**src/rtl/rt_pkg.sv**
```systemverilog
// Shared types and constants for the reaction-timer controller: display-mode codes,
// controller states and the delay LFSR definition.
package rt_pkg;

    localparam int MS_W     = 11;
    localparam int MS_LIMIT = (1 << MS_W) - 1;

    localparam logic [1:0] SEL_CLEAR      = 2'b00;
    localparam logic [1:0] SEL_STOP_EARLY = 2'b01;
    localparam logic [1:0] SEL_START      = 2'b10;
    localparam logic [1:0] SEL_COUNT      = 2'b11;

    typedef enum logic [2:0] {
        IDLE,
        WAIT,
        COUNT,
        EARLY,
        DONE
    } state_t;

    // Fibonacci taps 16,14,13,11 map to bits 15,13,12,10 of a left-shifting register.
    localparam logic [15:0] LFSR_SEED = 16'hACE1;
    localparam logic [15:0] LFSR_TAPS = 16'hB400;

    function automatic logic [15:0] lfsr_next(input logic [15:0] cur);
        return {cur[14:0], ^(cur & LFSR_TAPS)};
    endfunction

    function automatic logic [1:0] sel_of(input state_t s);
        case (s)
            IDLE:    return SEL_CLEAR;
            WAIT:    return SEL_START;
            COUNT:   return SEL_COUNT;
            EARLY:   return SEL_STOP_EARLY;
            DONE:    return SEL_COUNT;
            default: return SEL_CLEAR;
        endcase
    endfunction

endpackage

```
**src/rtl/ms_tick_gen.sv**
```systemverilog
// Millisecond prescaler: pulses tick once every TICK_DIV enabled clocks.
// Dropping en clears the count, so re-enabling always starts a full period.
module ms_tick_gen #(
    parameter int TICK_DIV = 100_000
) (
    input  logic clk,
    input  logic rst_n,
    input  logic en,
    output logic tick
);

    localparam int CNT_W = (TICK_DIV > 1) ? $clog2(TICK_DIV) : 1;
    localparam logic [CNT_W-1:0] LAST = CNT_W'(TICK_DIV - 1);

    logic [CNT_W-1:0] cnt_q, cnt_d;

    always_comb begin
        cnt_d = '0;
        tick  = 1'b0;
        if (en) begin
            if (cnt_q == LAST) begin
                tick = 1'b1;
            end else begin
                cnt_d = cnt_q + 1'b1;
            end
        end
    end

    always_ff @(posedge clk or negedge rst_n) begin
        if (!rst_n) begin
            cnt_q <= '0;
        end else begin
            cnt_q <= cnt_d;
        end
    end

endmodule

```
**src/rtl/reaction_timer_ctrl.sv**
```systemverilog
// Reaction-timer control FSM: random wait after start, then counts milliseconds
// until stop (or saturation) and presents mode/value to the seven-segment driver.
module reaction_timer_ctrl
    import rt_pkg::*;
#(
    parameter int CLK_HZ       = 100_000_000,
    parameter int TICK_DIV     = CLK_HZ / 1000,
    parameter int MIN_DELAY_MS = 2000,
    parameter int DELAY_BITS   = 13,
    parameter int MAX_MS       = 1000
) (
    input  logic            clk,
    input  logic            rst_n,
    input  logic            start_btn,
    input  logic            stop_btn,
    input  logic            clear_btn,
    output logic [1:0]      sel,
    output logic [MS_W-1:0] ms,
    output logic            led,
    output logic            done
);

    // One spare bit of headroom above the largest possible delay.
    localparam int DLY_W = $clog2(MIN_DELAY_MS + (1 << DELAY_BITS)) + 1;
    localparam logic [MS_W-1:0] MAX_MS_V = MS_W'(MAX_MS);

    if (MAX_MS < 1 || MAX_MS > MS_LIMIT) begin : g_bad_max_ms
        $error("reaction_timer_ctrl: MAX_MS must be in 1..2047");
    end
    if (DELAY_BITS < 1 || DELAY_BITS > 16) begin : g_bad_delay_bits
        $error("reaction_timer_ctrl: DELAY_BITS must be in 1..16");
    end
    if (MIN_DELAY_MS < 1) begin : g_bad_min_delay
        $error("reaction_timer_ctrl: MIN_DELAY_MS must be at least 1");
    end
    if (TICK_DIV < 1 || TICK_DIV > CLK_HZ) begin : g_bad_tick_div
        $error("reaction_timer_ctrl: TICK_DIV must be in 1..CLK_HZ");
    end

    state_t           state_q, state_d;
    logic [2:0]       btn_q, btn_d;
    logic [15:0]      lfsr_q, lfsr_d;
    logic [DLY_W-1:0] dly_cnt_q, dly_cnt_d;
    logic [DLY_W-1:0] delay_q, delay_d;
    logic [MS_W-1:0]  ms_q, ms_d;
    logic [1:0]       sel_q, sel_d;
    logic             led_q, led_d;
    logic             done_q, done_d;

    logic start_e, stop_e, clear_e;
    logic launch;
    logic tick_en, tick;

    // The prescaler is idle outside WAIT/COUNT, and the WAIT->COUNT hand-off
    // happens on a wrap, so both states start from a cleared prescaler.
    assign tick_en = (state_q == WAIT) || (state_q == COUNT);

    ms_tick_gen #(
        .TICK_DIV (TICK_DIV)
    ) u_tick (
        .clk   (clk),
        .rst_n (rst_n),
        .en    (tick_en),
        .tick  (tick)
    );

    always_comb begin
        btn_d   = {start_btn, stop_btn, clear_btn};
        start_e = start_btn & ~btn_q[2];
        stop_e  = stop_btn  & ~btn_q[1];
        clear_e = clear_btn & ~btn_q[0];
        lfsr_d  = lfsr_next(lfsr_q);

        state_d   = state_q;
        dly_cnt_d = dly_cnt_q;
        delay_d   = delay_q;
        ms_d      = ms_q;
        launch    = 1'b0;

        if (clear_e) begin
            state_d = IDLE;
            ms_d    = '0;
        end else begin
            case (state_q)
                IDLE: launch = start_e;
                WAIT: begin
                    if (stop_e) begin
                        state_d = EARLY;
                        ms_d    = '0;
                    end else if (tick) begin
                        if (dly_cnt_q + 1'b1 == delay_q) begin
                            state_d = COUNT;
                            ms_d    = '0;
                        end else begin
                            dly_cnt_d = dly_cnt_q + 1'b1;
                        end
                    end
                end
                COUNT: begin
                    // A stop in the same cycle as a tick freezes the pre-tick value.
                    if (stop_e) begin
                        state_d = DONE;
                    end else if (tick) begin
                        if (ms_q + 1'b1 == MAX_MS_V) begin
                            state_d = DONE;
                            ms_d    = MAX_MS_V;
                        end else begin
                            ms_d = ms_q + 1'b1;
                        end
                    end
                end
                EARLY, DONE: launch = start_e;
                default: begin
                    state_d = IDLE;
                    ms_d    = '0;
                end
            endcase
        end

        if (launch) begin
            state_d   = WAIT;
            dly_cnt_d = '0;
            delay_d   = DLY_W'(MIN_DELAY_MS) + DLY_W'(lfsr_q[DELAY_BITS-1:0]);
            ms_d      = '0;
        end

        sel_d  = sel_of(state_d);
        led_d  = (state_d == COUNT);
        done_d = (state_d == EARLY) || (state_d == DONE);
    end

    always_ff @(posedge clk or negedge rst_n) begin
        if (!rst_n) begin
            state_q   <= IDLE;
            btn_q     <= '0;
            lfsr_q    <= LFSR_SEED;
            dly_cnt_q <= '0;
            delay_q   <= '0;
            ms_q      <= '0;
            sel_q     <= SEL_CLEAR;
            led_q     <= 1'b0;
            done_q    <= 1'b0;
        end else begin
            state_q   <= state_d;
            btn_q     <= btn_d;
            lfsr_q    <= lfsr_d;
            dly_cnt_q <= dly_cnt_d;
            delay_q   <= delay_d;
            ms_q      <= ms_d;
            sel_q     <= sel_d;
            led_q     <= led_d;
            done_q    <= done_d;
        end
    end

    assign sel  = sel_q;
    assign ms   = ms_q;
    assign led  = led_q;
    assign done = done_q;

endmodule

```
**config.mk**
```make
export PLATFORM = sky130hd
export DESIGN_NAME = reaction_timer_ctrl
export DESIGN_NICKNAME = d
export VERILOG_FILES = /design/src/rtl/rt_pkg.sv /design/src/rtl/ms_tick_gen.sv /design/src/rtl/reaction_timer_ctrl.sv
export SDC_FILE = /design/constraint.sdc
export NUM_CORES = 1
export LEC_CHECK = 0
export ABC_AREA = 1
export CAP_MARGIN = 15
export CORE_AREA = 2 2 156 120
export DETAILED_ROUTE_END_ITERATION = 10
export DIE_AREA = 0 0 158 122
export GPL_ROUTABILITY_DRIVEN = 0
export GPL_TIMING_DRIVEN = 0
export MAX_ROUTING_LAYER = met4
export PLACE_DENSITY = 0.38
export SLEW_MARGIN = 20
export SYNTH_ARGS = -nofsm -noshare
export SYNTH_HDL_FRONTEND = slang
export SYNTH_SLANG_ARGS = --single-unit
```
**constraint.sdc**
```tcl
create_clock -name clk -period 2.1 [get_ports clk]
set_input_delay 0.315 -clock clk [delete_from_list [all_inputs] [get_ports clk]]
set_output_delay 0.315 -clock clk [all_outputs]
set_load 0.05 [all_outputs]
```
==> results.ini <==
[worst_hold_path]
hp-class=reg -> reg
hold_path_depth=0

[yosys]
ys_ff_latch=83
synth_top_family_by_area=simple AND/OR/NAND/NOR gates
synth.largest_area_cell=dfrtp_1
seq_area_frac_synth_pct=48.07
synth_top_cell_area_share_pct=43.23
synth-adder-area-share_pct=1.153
synthTopCellsByArea=dfrtp_1 (43%), nand2_1 (12%), inv_1 (6.5%)
ys_warn_count=0
syn_nets=555
synth_most_common_cell=nand2_1
async_flop_share_pct=100.0
synthMuxAreaShare_pct=0
netlist_area_um2=4342
synth_edf_count=0
syn-mean-instance-area_um2=7.952
synth_cell_types=36
synth_compound_area_share_pct=8.761
synthCells=546
synthTopCellsByCount=nand2_1 (135), dfrtp_1 (75), inv_1 (75)
synth_ff_type=dfrtp_1
synth-xor-area-share_pct=3.833
synth-simple-area-share_pct=30.63

[grt]
grt_first_pass_wirelength_um=18870
grt_max_degree=50
antenna_found_initial=0
grt_overflow=0
grt.total_usage_pct=13.11
grt_pass1_vias=3580

[pwr]
powerDensity_nw_per_um2=655.0
ir_worst_vdd_v=0.0003486
p_leak_uw=0.002616

[final_layout]
synthToLayoutAreaGrowth_pct=40.00
antennaDiodeCount=0
drive_gt1_share_pct=29.67
instances_no_fill=874
final_util_pct=33.83
final_nets=631

[clock_tree]
cts_made_buffers=9
clkTransAtPathRegs_ns=0.06
clock_latency_ns=0.35
clkSinkCount=83
cts_max_level=3
clock_path_buffers=2
cts_tree=done
cts_root_buffer=clkbuf_16

[critical_path]
reg2reg_from=dly_cnt_q[1]
arrival_ns=2.60
cp-endpoint=ms[6]
path_max_fanout=7
cp-startpoint=dly_cnt_q[1]
r2r_slack_ns=-0.24
reg2reg_depth=16
crit_path_start_kind=flip-flop
critPathKind=reg -> reg
cp-end-kind=flip-flop
required_ns=2.36
r2r-end=ms[6]

[timing]
rsz0062_at_grt=true
finClkSkew_ns=0.005052
hold_viol=0
min_period_ns=2.340
slew_headroom_pct=65.03
max_clock_freq_ghz=0.4274
fin_hold_ws_ns=0.3530
worst_pin_slew_ns=0.5226
fin_ws_ns=-0.2397
period_share_pct=111.4
setup_viol=32
drv_slew=0
setup_tns_ns=-5.149

[route]
drc=0
postRouteAntennaNets=0
avgRoutedWirePerCell_um=13.35
dr.pass1.iters=5
avgViaCountPerCell=4.335
drtIter0Drc=219
vias=3789
routed_wl_um=11670

[placement]
port_buffers=19
dpl_worst_slack_ns=-0.4731
dp_hpwl_um=7750
dp.cells=813

[die]
core_um2=17970
ios=20
die-area_um2=19280
die_w_um=158
rows=43
start_util_pct=24.16
die_h_um=122

[run_status]
status=complete, but fails checks
violations=negative setup slack

[run]
max_cap_viol_count=0

## cells in the final DEF, fill, tap and decap left out, types with 9 or more instances in the layout
master,count
nand3_1,36
nor2_4,14
nand4_1,10
nand2_2,19
nand2_1,118
nor3_1,9
xor2_1,14
clkdlybuf4s50_1,16
a21oi_1,9
o21ai_1,10
buf_4,34
dfrtp_2,10
nand3_2,12
clkbuf_16,10
nor2_1,40
inv_1,73
o21ai_0,13
dfrtp_1,65
nor2_2,10
## power by group
| group | switching, uW | internal [uW] | leakage (uW) |
|---|---|---|---|
| sequential | 59.3 | 1660 | 0.00109 |
| clock | 700 | 1000 | 0.000159 |
| combinational | 360 | 199 | 0.00137 |
| total | 1120 | 2860 | 0.00262 |
## through the flow
| stage | power (uW) | instance area (um2) |
|---|---|---|
| finish | 3982 | 6078 |
| global route | 4182 | 6078 |
| CTS | 3967 | 5634 |
| detailed placement | 2179 | 4892 |
| global placement | 2172 | 4863 |
| floorplan | 2004 | 4364 |
## timing repair
item	4_1_cts	5_1_grt
gates cloned	3	0
pin swaps	23	36
resized for setup	52	75
buffers inserted	20	24
endpoints found under the hold margin	34	0
setup endpoints to repair	48	52
hold buffers	1	0
## final cells by class
class                      count  area (um2)
inverter                      78       304.0
sequential                    83        2100
clock buffer                  10       250.2
timing repair buffer          64       644.4
clock inverter                 6       66.31
tap                          247       309.0
multi-input combinational    381        2360
fill                        1908       11890
buffer                         5       45.04
## kinds of logic (layout without fill, tap and decap cells)
family	after synthesis	after routing
DFF	83	83
xor gates and xnor gates	19	19
buffers and inverters	83	163
adders and majority gates	4	4
AOI/OAI and AO/OA	65	65
and+or+nand+nor	292	293
## worst min path at each step
stage                             to  slack, ns  startpoint
finish                    lfsr_q[15]       0.35  lfsr_q[14]
global route              lfsr_q[15]       0.36  lfsr_q[14]
CTS                       lfsr_q[15]       0.36  lfsr_q[14]
detailed placement  u_tick.cnt_q[12]       0.25       rst_n
global placement          lfsr_q[15]       0.34  lfsr_q[14]
floorplan                   btn_q[0]       0.02       rst_n
## worst max-delay path, stage by stage, from the launching register on
cell     delay, ns
dfrtp_2       0.44
ha_4          0.20
nand2_4       0.09
nor2_4        0.07
buf_4         0.14
nand3_1       0.08
nand2_1       0.07
nand3_1       0.11
nand2_1       0.06
nor2_1        0.08
nand2_1       0.10
nor2_4        0.18
nand3_4       0.12
nand3_4       0.11
buf_4         0.12
nand2_2       0.07
o31ai_1       0.20
## flip-flops by register name, summed over array words and instances, names as in the netlist
name,count
btn_q,3
delay_q,14
dly_cnt_q,15
done,1
led,1
lfsr_q,16
ms,11
sel,2
state_q,3
u_tick.cnt_q,17
## metal layers
metal  up-vias  global-route usage, %  part of all wire [%]  routed length (um)
met5         -                      -                     0                   0
met2        49                  18.26                    44                5115
li1       1917                      -                     -                   -
met3         9                  3.344                   3.3                 383
met4         0                  3.209                   1.2                 141
met1      1814                  18.90                    52                6031
(Power assumes the default switching activity.)
